File: src/rtl/loader_pkg.sv
// Shared types for the program loader: FSM states, FIFO entry layout and word size.
package loader_pkg;

  typedef enum logic [1:0] {
    IDLE = 2'd0,
    LOAD = 2'd1,
    RUN  = 2'd2,
    DONE = 2'd3
  } state_e;

  localparam int INST_BYTES = 4;
  localparam int ENTRY_W    = 33;

  typedef struct packed {
    logic        last;
    logic [31:0] data;
  } entry_t;

endpackage

File: src/rtl/loader_fifo.sv
// Small synchronous FIFO holding {last, data} program words; read data is registered
// and only changes on a pop or an explicit clear.
module loader_fifo
  import loader_pkg::*;
#(
  parameter int DEPTH = 4
) (
  input  logic                     clk,
  input  logic                     rst,
  input  logic                     flush,
  input  logic                     rd_clr,
  input  logic                     push,
  input  logic [ENTRY_W-1:0]       wr_data,
  input  logic                     pop,
  output logic [ENTRY_W-1:0]       rd_data,
  output logic                     full,
  output logic                     empty,
  output logic [$clog2(DEPTH):0]   count
);

  localparam int AW = $clog2(DEPTH);

  logic [ENTRY_W-1:0] mem_r [DEPTH];
  logic [AW-1:0]      wr_ptr_r;
  logic [AW-1:0]      rd_ptr_r;
  logic [AW:0]        count_r;
  logic [ENTRY_W-1:0] rd_data_r;
  logic               full_s;
  logic               empty_s;
  logic               do_push_s;
  logic               do_pop_s;

  assign full_s    = (count_r == (AW+1)'(DEPTH));
  assign empty_s   = (count_r == (AW+1)'(0));
  assign do_pop_s  = pop && !empty_s && !flush;
  // A push into a full FIFO is only legal when the same cycle frees a slot.
  assign do_push_s = push && !flush && (!full_s || do_pop_s);

  // Entry storage; no reset needed since occupancy gates every read.
  always_ff @(posedge clk) begin
    if (do_push_s) begin
      mem_r[wr_ptr_r] <= wr_data;
    end
  end

  // Pointers, occupancy and the registered read port.
  always_ff @(posedge clk) begin
    if (rst) begin
      wr_ptr_r  <= AW'(0);
      rd_ptr_r  <= AW'(0);
      count_r   <= (AW+1)'(0);
      rd_data_r <= {ENTRY_W{1'b0}};
    end else begin
      if (flush) begin
        wr_ptr_r <= AW'(0);
        rd_ptr_r <= AW'(0);
        count_r  <= (AW+1)'(0);
      end else begin
        if (do_push_s) wr_ptr_r <= wr_ptr_r + AW'(1);
        if (do_pop_s)  rd_ptr_r <= rd_ptr_r + AW'(1);
        count_r <= count_r + (AW+1)'(do_push_s) - (AW+1)'(do_pop_s);
      end
      if (rd_clr) begin
        rd_data_r <= {ENTRY_W{1'b0}};
      end else if (do_pop_s) begin
        rd_data_r <= mem_r[rd_ptr_r];
      end
    end
  end

  assign rd_data = rd_data_r;
  assign full    = full_s;
  assign empty   = empty_s;
  assign count   = count_r;

endmodule

File: src/rtl/program_loader.sv
// Streams a program into cpp_processor via inst/instAddr/load, then lets it run for a
// programmed number of cycles and pulses done.
module program_loader
  import loader_pkg::*;
#(
  parameter int FIFO_DEPTH = 4,
  parameter int MAX_WORDS  = 1024,
  parameter int CNT_W      = 16
) (
  input  logic             clk,
  input  logic             rst,
  input  logic             start,
  input  logic [31:0]      base_addr,
  input  logic [CNT_W-1:0] run_cycles,
  input  logic             in_valid,
  output logic             in_ready,
  input  logic [31:0]      in_data,
  input  logic             in_last,
  output logic [31:0]      inst,
  output logic [31:0]      instAddr,
  output logic             load,
  output logic             busy,
  output logic             done,
  output logic             err,
  output logic [31:0]      word_count
);

  localparam int CW = $clog2(FIFO_DEPTH) + 1;

  state_e           state_r;
  logic [31:0]      base_r;
  logic [31:0]      inst_addr_r;
  logic [31:0]      word_count_r;
  logic [CNT_W-1:0] run_cycles_r;
  logic [CNT_W-1:0] cyc_r;
  logic             load_r;
  logic             busy_r;
  logic             done_r;
  logic             err_r;
  logic             in_ready_r;
  logic             last_acc_r;
  logic             popped_r;

  entry_t           wr_entry_s;
  entry_t           rd_entry_s;
  logic             fifo_full_s;
  logic             fifo_empty_s;
  logic [CW-1:0]    fifo_count_s;
  logic [CW-1:0]    count_next_s;
  logic             start_ok_s;
  logic             push_s;
  logic             pop_s;
  logic             ovf_s;
  logic             flush_s;
  logic             last_seen_s;
  logic             run_end_s;
  logic             full_next_s;
  logic             last_acc_next_s;

  assign wr_entry_s      = {in_last, in_data};
  assign start_ok_s      = start && (state_r == IDLE);
  assign push_s          = in_valid && in_ready_r && !fifo_full_s;
  assign ovf_s           = (state_r == LOAD) && !fifo_empty_s && (word_count_r == 32'(MAX_WORDS));
  assign pop_s           = (state_r == LOAD) && !fifo_empty_s && !ovf_s;
  assign flush_s         = start_ok_s || ovf_s;
  // The last word becomes visible one cycle after its pop, while load is still high.
  assign last_seen_s     = (state_r == LOAD) && popped_r && rd_entry_s.last;
  assign run_end_s       = (run_cycles_r == CNT_W'(0)) || (cyc_r == run_cycles_r - CNT_W'(1));
  assign count_next_s    = flush_s ? CW'(0) : (fifo_count_s + CW'(push_s) - CW'(pop_s));
  assign full_next_s     = (count_next_s == CW'(FIFO_DEPTH));
  assign last_acc_next_s = last_acc_r || (push_s && in_last);

  loader_fifo #(
    .DEPTH (FIFO_DEPTH)
  ) u_fifo (
    .clk     (clk),
    .rst     (rst),
    .flush   (flush_s),
    .rd_clr  (start_ok_s),
    .push    (push_s),
    .wr_data (wr_entry_s),
    .pop     (pop_s),
    .rd_data (rd_entry_s),
    .full    (fifo_full_s),
    .empty   (fifo_empty_s),
    .count   (fifo_count_s)
  );

  // Control FSM with address generation, counters and all registered outputs.
  always_ff @(posedge clk) begin
    if (rst) begin
      state_r      <= IDLE;
      base_r       <= 32'h0;
      inst_addr_r  <= 32'h0;
      word_count_r <= 32'h0;
      run_cycles_r <= {CNT_W{1'b0}};
      cyc_r        <= {CNT_W{1'b0}};
      load_r       <= 1'b0;
      busy_r       <= 1'b0;
      done_r       <= 1'b0;
      err_r        <= 1'b0;
      in_ready_r   <= 1'b0;
      last_acc_r   <= 1'b0;
      popped_r     <= 1'b0;
    end else begin
      done_r     <= 1'b0;
      popped_r   <= pop_s;
      last_acc_r <= last_acc_next_s;
      if (pop_s) begin
        inst_addr_r  <= base_r + word_count_r * 32'(INST_BYTES);
        word_count_r <= word_count_r + 32'd1;
      end
      case (state_r)
        IDLE: begin
          if (start) begin
            state_r      <= LOAD;
            base_r       <= base_addr;
            run_cycles_r <= run_cycles;
            inst_addr_r  <= base_addr;
            word_count_r <= 32'h0;
            err_r        <= 1'b0;
            last_acc_r   <= 1'b0;
            load_r       <= 1'b1;
            busy_r       <= 1'b1;
            in_ready_r   <= 1'b1;
          end else begin
            load_r     <= 1'b0;
            busy_r     <= 1'b0;
            in_ready_r <= 1'b0;
          end
        end
        LOAD: begin
          if (ovf_s) begin
            state_r    <= DONE;
            err_r      <= 1'b1;
            done_r     <= 1'b1;
            load_r     <= 1'b0;
            in_ready_r <= 1'b0;
          end else if (last_seen_s) begin
            state_r    <= RUN;
            cyc_r      <= {CNT_W{1'b0}};
            load_r     <= 1'b0;
            in_ready_r <= 1'b0;
          end else begin
            load_r     <= 1'b1;
            in_ready_r <= !full_next_s && !last_acc_next_s;
          end
        end
        RUN: begin
          if (run_end_s) begin
            state_r <= DONE;
            done_r  <= 1'b1;
          end else begin
            cyc_r <= cyc_r + CNT_W'(1);
          end
        end
        DONE: begin
          state_r <= IDLE;
          busy_r  <= 1'b0;
        end
        default: begin
          state_r    <= IDLE;
          load_r     <= 1'b0;
          busy_r     <= 1'b0;
          in_ready_r <= 1'b0;
        end
      endcase
    end
  end

  assign in_ready   = in_ready_r;
  assign inst       = rd_entry_s.data;
  assign instAddr   = inst_addr_r;
  assign load       = load_r;
  assign busy       = busy_r;
  assign done       = done_r;
  assign err        = err_r;
  assign word_count = word_count_r;

endmodule

File: config.mk
export PLATFORM = sky130hd
export DESIGN_NAME = program_loader
export DESIGN_NICKNAME = d
export VERILOG_FILES = /design/src/rtl/loader_pkg.sv /design/src/rtl/loader_fifo.sv /design/src/rtl/program_loader.sv
export SDC_FILE = /design/constraint.sdc
export NUM_CORES = 1
export LEC_CHECK = 0
export ABC_AREA = 1
export CORE_MARGIN = 2
export CORE_UTILIZATION = 61
export CTS_CLUSTER_DIAMETER = 40
export DETAILED_ROUTE_END_ITERATION = 12
export PLACE_DENSITY = 0.86
export SYNTH_ARGS = -nofsm -noshare
export SYNTH_HDL_FRONTEND = slang
export SYNTH_SLANG_ARGS = --single-unit
File: constraint.sdc
create_clock -name clk -period 7.5 [get_ports clk]
set_input_delay 1.5 -clock clk [delete_from_list [all_inputs] [get_ports clk]]
set_output_delay 1.5 -clock clk [all_outputs]
set_load 0.01 [all_outputs]
==> results.json, run 1 <==
{
  "grt_first_pass_wirelength_um": 67700,
  "max_freq_mhz": 212,
  "drc": 0,
  "use_met2_pct": 54.3,
  "slew_headroom_pct": 15.8,
  "period_needed_ns": 4.72,
  "grt-ovfl-total": 0,
  "rr_endpoint": "in_ready",
  "via_per_inst": 5.80,
  "place.gp.congestion": 0.942,
  "dieArea_sq_um": 26500,
  "drive_above_1_share_pct": 5.96,
  "hold_viol_final": 0,
  "ys_seq_elements": 309,
  "syn_to_final_growth_pct": 20.4,
  "fin_crit_sh_pct": 62.9,
  "cts_buffers": 40,
  "ff2ff_setup_slack_ns": 3.40,
  "placed_area_sq_um": 17200,
  "total_power_mw": 5.18,
  "clk_pin_slew_ns": 0.06,
  "critPathMaxStageDelay_ns": 0.95,
  "post_cts_resize_count": 0,
  "arrival_ns": 5.14,
  "final_area_sq_um": 18500,
  "slowest_stage": "nor2_4",
  "post-cts-setup-buffer-count": 0,
  "startpoint_type": "input port",
  "busiest_layer": "met2",
  "min_path_cells": 2,
  "ys_types": 44,
  "grt_util_met1_pct": 41.6,
  "reg2reg_from": "word_count[0]",
  "ys_warn_count": 0,
  "vias": 13600,
  "rsz0062_at_grt": "false",
  "cts.htree.levels": 2,
  "synth_area_sq_um": 15400,
  "finalSetupViolCount": 0,
  "avgSynthCellArea_sq_um": 8.29,
  "antenna_found_initial": 1,
  "clock-root-buffer": "clkbuf_16",
  "cp.required_ns": 7.92,
  "numClockSinks": 309,
  "cts_tree": "yes",
  "first_iter_violations": 1392,
  "gr-usage-all-layers_pct": 32.1,
  "powerDensity_nw_per_um2": 280,
  "port_buffers": 185,
  "end_kind": "register",
  "insertion_delay_ns": 0.54,
  "grt_use_met3_pct": 5.91,
  "cp_max_fo": 55,
  "hp-class": "register to register",
  "holdCritStartpoint": "base_r[15]",
  "synthesis.nets": 1986,
  "grt_max_degree": 100,
  "finClkSkew_ns": 0.0250,
  "final_antenna_net_count": 0,
  "fin_setup_tns_ns": 0,
  "irDropWorstVdd_uv": 238,
  "ys_seq_area_share_pct": 48.9,
  "io-pin-count": 186,
  "drv_slew": 0,
  "core_area_sq_um": 25000,
  "start_util_pct": 61.5,
  "hold_buffers": 0,
  "grt_pass1_vias": 13300,
  "path_cells": "clkdlybuf4s50_1 -> nand2_1 -> inv_1 -> buf_4 -> nor2_4 -> clkinv_1 -> buf_4 -> a211oi_1",
  "status": "complete, no violations",
  "worst-path-buf-inv": 5,
  "path_class": "input port to register",
  "critPathTopFamily": "buffers and inverters",
  "place_hpwl_um": 29100,
  "cpMostUsedCell": "buf_4",
  "worst_pin_slew_ns": 1.26,
  "fin_nets": 2119,
  "rr_worst_depth": 16,
  "total_leakage_power_nw": 7.00,
  "maxCapViolations": 0,
  "wl_per_cell_um": 18.2,
  "fp.dieW_um": 163,
  "first_pass_iters": 5,
  "netlist_instances": 1853,
  "postRouteWirelength_um": 42800,
  "fp.dieH_um": 163,
  "floorplan.rows": 58,
  "cts_buffer_depth": 3,
  "hold_end": "base_r[15]"
}
[kinds of logic (layout without fill, tap and decap cells)]
family          after synthesis  after routing  share of synthesized area, %
fa+ha+maj                    48             48                          4.06
simple gates                826            826                          22.9
other cells                   0              1                             0
compound gates              365            365                          13.2
flops                       309            309                          48.9
buf+inv                     230            392                          6.63
xor+xnor                     75             75                          4.28
[cell usage after synthesis, drive strengths merged]
cell      n  area share, %
a211oi   29            1.4
a21boi    2          0.098
a21o      2          0.098
a21oi    80            2.9
a31o      1          0.057
a31oi     2          0.081
buf      44            2.1
clkbuf   58            1.4
clkinv    1          0.024
dfxtp   177             23
edfxtp  132             26
fa        3           0.39
ha       45            3.7
inv     127            3.1
nand2   297            7.6
nand3    94            3.1
nand3b    7           0.34
nand4    22           0.90
nor2    347            8.8
nor3     32            1.0
nor3b     5           0.24
nor4     18           0.73
o211ai    6           0.29
o21a      1          0.049
o21ai   205            6.7
o21bai    2          0.098
o22ai    33            1.3
o31ai     2          0.098
or2       3           0.12
or4       1          0.049
xnor2    15           0.86
xor2     60            3.4
[worst max-delay path by stage]
| stage | from | endpoint | slack (ns) | depth (start not counted) |
|---|---|---|---|---|
| floorplan | start | u_fifo.mem_r[0][0] | 3.55 | 6 |
| global placement | start | instAddr[23] | 2.46 | 10 |
| detailed placement | start | instAddr[0] | 2.29 | 8 |
| CTS | start | word_count[25] | 2.80 | 8 |
| global route | start | word_count[25] | 2.52 | 8 |
| finish | start | word_count[25] | 2.78 | 8 |
[per-stage QoR]
stage,std cells,util (%),hold slack [ns],setup slack (ns)
global placement,2274,68.8,0.432,2.46
global route,2346,74.0,0.471,2.52
finish,2346,74.0,0.450,2.78
floorplan,1853,-,0.420,3.55
detailed placement,2274,68.8,0.439,2.29
CTS,2345,74.0,0.452,2.80
[layout make-up]
class	count	area, sq um
Sequential cell	309	7510
Multi-Input combinational cell	1314	6870
Fill cell	1860	6480
Timing Repair Buffer	193	1910
Clock buffer	56	1120
Inverter	128	480
Tap cell	330	413
Clock inverter	15	179
Antenna cell	1	2.50
[worst min-delay path, delay by kind of cell (launching register included)]
kind	cells	cell delay (ns)
flip-flops	1	0.31
AND/OR/NAND/NOR	2	0.10
[state kept, by name, summed over array words and instances (netlist names), 3 cells and up]
signal and count:
run_cycles_r 16, base_r 32, u_fifo.mem_r 132, instAddr 32, u_fifo.rd_data 33, word_count 32, cyc_r 16, u_fifo.count 3
[cell usage in the layout (no fill, tap or decap), types with 6 or more instances in the layout]
cell type and n:
a21oi_1 69, nor2_4 9, nor2_2 9, nand2_1 283, nand2_2 11, a21oi_2 11
o211ai_1 6, xor2_1 60, clkbuf_16 41, buf_4 8, o22ai_1 33, clkdlybuf4s50_1 185
nor2_1 329, clkbuf_1 11, xnor2_1 15, inv_1 121, nor3_1 32, nor4_1 18
edfxtp_1 132, ha_1 45, dfxtp_1 176, nand4_1 22, o21ai_0 205, nand3b_1 7
a211oi_1 29, nand3_1 93
[report_power, final]
group | leakage (nW) | total, mW | switching, mW | internal (mW)
clock | 0.636 | 1.86 | 0.736 | 1.13
combinational | 3.73 | 1.24 | 0.775 | 0.464
sequential | 2.63 | 2.08 | 0.147 | 1.93
total | 7.00 | 5.18 | 1.66 | 3.52
[per-layer routing]
| metal | share of wire (%) | vias up |
|---|---|---|
| met3 | 8.5 | 82 |
| met4 | 2.5 | 0 |
| met1 | 41 | 6409 |
| li1 | - | 6518 |
| met5 | 0 | - |
| met2 | 48 | 593 |
(Power assumes the default switching activity.)
==> run 2, diff against run 1 <==
--- a/config.mk
+++ b/config.mk
@@ -7,10 +7,10 @@
 export LEC_CHECK = 0
 export ABC_AREA = 1
 export CORE_MARGIN = 2
-export CORE_UTILIZATION = 61
+export CORE_UTILIZATION = 51
 export CTS_CLUSTER_DIAMETER = 40
 export DETAILED_ROUTE_END_ITERATION = 12
-export PLACE_DENSITY = 0.86
+export PLACE_DENSITY = 0.77
 export SYNTH_ARGS = -nofsm -noshare
 export SYNTH_HDL_FRONTEND = slang
 export SYNTH_SLANG_ARGS = --single-unit
==> constraint.sdc (replaced) <==
create_clock -name clk -period 4.05 [get_ports clk]
set_input_delay 0.81 -clock clk [delete_from_list [all_inputs] [get_ports clk]]
set_output_delay 0.81 -clock clk [all_outputs]
set_load 0.01 [all_outputs]
==> run 2 against run 1 <==
  * Clock-buffer cell count shrank 7
  * Critical endpoint is now in_ready
  * Power grew 89%
  * Core utilization shrank 11 points
  * Largest power group unchanged
  * Highest routed layer unchanged
==> results.json, run 2 (synthesized netlist as in run 1, its figures left out) <==
{
  "rsz0062_at_grt": "false",
  "powerDensity_nw_per_um2": 522,
  "start_util_pct": 51.8,
  "wl_per_cell_um": 18.2,
  "hold_viol_final": 0,
  "postRouteWirelength_um": 44000,
  "end_kind": "register",
  "post-cts-setup-buffer-count": 0,
  "floorplan.rows": 63,
  "path_class": "register to register",
  "cp_max_fo": 7,
  "fp.dieW_um": 178,
  "worst_slack_ns": 0.530,
  "slew_headroom_pct": 29.0,
  "max_freq_mhz": 284,
  "fin_setup_tns_ns": 0,
  "fin_nets": 2130,
  "cp.required_ns": 4.49,
  "fp.dieH_um": 178,
  "dpl_worst_slack_ns": 0.644,
  "numClockSinks": 309,
  "grt_max_degree": 100,
  "place.gp.congestion": 0.967,
  "antenna_found_initial": 0,
  "post_cts_resize_count": 0,
  "fin_crit_sh_pct": 86.9,
  "maxCapViolations": 0,
  "io-pin-count": 186,
  "gr-usage-all-layers_pct": 27.6,
  "dieArea_sq_um": 31500,
  "period_needed_ns": 3.52,
  "insertion_delay_ns": 0.56,
  "stdcell_count": 2421,
  "core_area_sq_um": 29600,
  "cts_buffers": 42,
  "grt_first_pass_wirelength_um": 68600,
  "grt-ovfl-total": 0,
  "dp_cells": 2343,
  "worst_pin_slew_ns": 1.06,
  "drive_above_1_share_pct": 6.99,
  "vias": 13400,
  "finClkSkew_ns": 0.0243,
  "grt_pass1_vias": 12800,
  "final_antenna_net_count": 0,
  "cts_buffer_depth": 3,
  "cts_tree": "yes",
  "hold_buffers": 0,
  "drv_slew": 0,
  "final_cell_mix": "nor2_1, nand2_1, o21ai_0, clkdlybuf4s50_1, dfxtp_1",
  "largest_reg_flops": 132,
  "layout_commonest_cell": "nor2_1",
  "drc": 0,
  "clock-root-buffer": "clkbuf_16",
  "clk_pin_slew_ns": 0.06,
  "place_hpwl_um": 31300,
  "finalSetupViolCount": 0,
  "finalCoreUtilization_pct": 63.2,
  "first_pass_iters": 5,
  "diodes": 0,
  "startpoint_type": "register",
  "via_per_inst": 5.55,
  "total_power_mw": 9.78,
  "hp-class": "register to register",
  "first_iter_violations": 1131,
  "total_leakage_power_nw": 7.10,
  "arrival_ns": 3.96,
  "irDropWorstVdd_uv": 390,
  "top_register": "u_fifo.mem_r",
  "status": "complete, no violations",
  "port_buffers": 185,
  "syn_to_final_growth_pct": 22.0,
  "cts.htree.levels": 2
}
-- run 2: cell types whose count changed in the layout (fill, tap and decap cells not counted), moves of 3 or more --
cell,delta
clkinv_4,+4
clkbuf_1,-6
clkinv_2,+4
inv_6,+3
buf_4,+8
-- run 2: routing by layer --
metal  routed length [um]  global-route usage [%]  part of all wire (%)
met1                19300                    37.9                    44
met2                20500                    44.9                    47
met3                 3090                    4.24                   7.0
met4                 1140                    8.16                   2.6
met5                    0                   0.481                     0
-- run 2: final cells by class --
cell class,instances,area [sq um]
Tap cell,390,488
Inverter,128,480
Timing Repair Buffer,202,1990
Fill cell,2537,10900
Clock buffer,49,1100
Clock inverter,29,298
Multi-Input combinational cell,1314,6870
Sequential cell,309,7510
-- run 2: per-stage QoR --
step | area [sq um] | hold WS, ns
after global placement | 17300 | 0.428
final | 18700 | 0.450
after global routing | 18700 | 0.479
after floorplan | 15400 | 0.420
after detailed placement | 17300 | 0.439
after CTS | 18700 | 0.452
-- run 2: critical path: stages (launching register included) --
cell	delay, ns
dfxtp_1	0.38
inv_1	0.18
ha_1	0.18
nand3_1	0.08
nor4_1	0.40
nand4_1	0.31
nand2_2	0.15
inv_2	0.04
ha_1	0.26
inv_1	0.04
ha_1	0.18
fa_1	0.44
or4_1	0.52
o21ai_0	0.17
a21oi_1	0.08
-- run 2: where the power goes --
group / internal [mW] / leakage, nW / switching [mW]
clock network: 2.09 / 0.685 / 1.54
registers: 3.57 / 2.63 / 0.257
logic: 0.878 / 3.78 / 1.45
-- run 2: final timing paths --
check	from	to	slack, ns	depth (start not counted)
setup / recovery	word_count[0]	in_ready	0.53	14
hold / removal	base_r[0]	base_r[0]	0.45	2
setup reg to reg	word_count[0]	in_ready	0.53	14
hold reg to reg	base_r[0]	base_r[0]	0.45	2
==> edit, RTL diff (flow settings as in run 1) <==
The 4 states of `state_e` get a Gray code encoding in 2 bits.
--- a/src/rtl/loader_pkg.sv
+++ b/src/rtl/loader_pkg.sv
@@ -2,10 +2,10 @@
 package loader_pkg;
 
   typedef enum logic [1:0] {
-    IDLE = 2'd0,
-    LOAD = 2'd1,
-    RUN  = 2'd2,
-    DONE = 2'd3
+    IDLE = 2'b00,
+    LOAD = 2'b01,
+    RUN  = 2'b11,
+    DONE = 2'b10
   } state_e;
 
   localparam int INST_BYTES = 4;
Behaviour: same outputs for any inputs over 4 cycles, from zero or initial values and one cycle with rst high; so few cycles prove little.
==> edit against run 1 <==
- clock power rose by 8%
- power fell by 8.8%
- routed wire length fell by 4.8%
- fmax rose by 18%
- cell count fell by 1.5%
- final area fell by 0.49%
- sequential power fell by 6%
- register-to-register slack improved by 0.097 ns
- via count fell by 2.0%
- critical path type is now reg -> reg
- critical endpoint is now instAddr[28]
- worst setup slack improved by 0.72 ns
- area after synthesis fell by 1.3%
- sequential cell count did not move
==> edit: results (changes against run 1) <==
Final layout
  • Final-layout clock buffer total: 49 (-13%)
  • Clock buf/inv share: 7.71% (+0.67 points)
  • Buffers outside the clock class: 192 (-0.52%)
  • Area Overhead vs Synth: 21.4%
  • Nonclk inv count: 144 (+13%)
  • # diodes: 0 (-1)
  • Multi-input logic area: 6610 um^2 (-3.7%)
  • # fillers: 1,766 (-5.1%)
  • Final non-clock buffer share: 10.4% (+0.011 points)
  • Nets: 2,085 (-1.6%)
  • #MultiIn Comb: 1,269 (-3.4%)

Logic synthesis
  • Synth Instances: 1,822 (-1.7%)
  • Synth cell count leaders: nor2_1, nand2_1, o21ai_0
  • Sequential fraction of the synthesis area: 49.6% (+0.67 points)
  • Largest cells by area after synthesis: edfxtp_1, dfxtp_1, nor2_1
  • Unique masters post-synth: 51 (+16%)
  • Syn nets: 1,951 (-1.8%)

Critical path
  • Slowest stage delay, CP: 0.75 ns (-0.20 ns)
  • Crit path to: instAddr[28]
  • Worst EP arrival: 4.39 ns (-0.75 ns)
  • FF-to-FF path depth: 11 (-5)
  • Max FO, Critical Path: 85 (+55%)

Place
  • GP Congestion: 0.969 (+2.8%)
  • Placed inst area: 17,000 um^2 (-1.2%)
  • Dpl ws: 3.38 ns (+1.09 ns)
  • Cells after DPL: 2,238 (-1.6%)

GRT
  • GRT Overall Usage: 30.8% (-1.3 points)
  • Largest net degree at the start of global routing: 86 (-14%)
  • Vias in the first global route: 12,800 (-4.0%)

Die
  • Core box area: 24,300 um^2 (-2.6%)

Pwr
  • Leakage power: 6.87 nW (-1.7%)

Route
  • First-iteration detailed-routing DRC count: 1,330 (-4.5%)
  • Via density per instance: 5.77 (-0.49%)

Timing
  • Worst Tran Pin Value: 1.19 ns (-0.0735 ns)
  • Max Clock Skew: 0.0295 ns (+0.00454 ns)
  • Post-route worst setup slack: 3.50 ns (+0.717 ns)

Run status
  • Status: complete, no violations
==> edit: cell count changes after synthesis, sizes merged, moves of 8 or more <==
cell	run 1	this run
clkbuf	58	50
nor4	18	7
a31oi	2	23
nand2	297	311
a211oi	29	20
xor2	60	43
inv	127	142
nor2	347	324
nand3	94	66
==> edit: cell families (layout without fill, tap and decap cells) <==
group                      Yosys count  in the layout  share of synthesized area (%)
and+or+nand+nor                    778            778                           21.7
buffers and inverters              244            408                           7.05
xor gates and xnor gates            64             64                           3.75
AOI/OAI and AO/OA                  383            383                           14.2
adders and majority gates           44             44                           3.78
DFF                                309            309                           49.6
==> edit: power by group through the flow <==
stage	Combinational, mW	Sequential, mW	Clock (mW)
detailed placement	0.768	1.98	0
CTS	0.778	1.94	2.01
floorplan	0.495	1.97	0
finish	0.782	1.95	2.00
global placement	0.745	1.98	0
global route	0.865	1.95	2.09
==> edit: routing by layer <==
layer  part of all wire (%)  GRT usage [%]  vias to the layer above
li1                       -              -                     6400
met1                     41           40.4                     6196
met2                     48           51.9                      632
met3                    8.2           4.75                       99
met4                    3.1           11.2                        0
met5                      0              0                        -
==> edit: worst min path at each step <==
stage | start | endpoint | slack (ns) | cells after the start
6_report | base_r[29] | base_r[29] | 0.46 | 2
5_1_grt | err | err | 0.49 | 2
4_1_cts | base_r[29] | base_r[29] | 0.46 | 2
3_5_place_dp | base_r[29] | base_r[29] | 0.45 | 2
3_3_place_gp | base_r[1] | base_r[1] | 0.44 | 2
2_1_floorplan | base_r[0] | base_r[0] | 0.43 | 2
==> edit: tightest hold or removal path, delay by kind of cell, from the launching register on <==
kind / cells / cell delay, ns
flip-flops: 1 / 0.31
AND/OR/NAND/NOR: 2 / 0.11
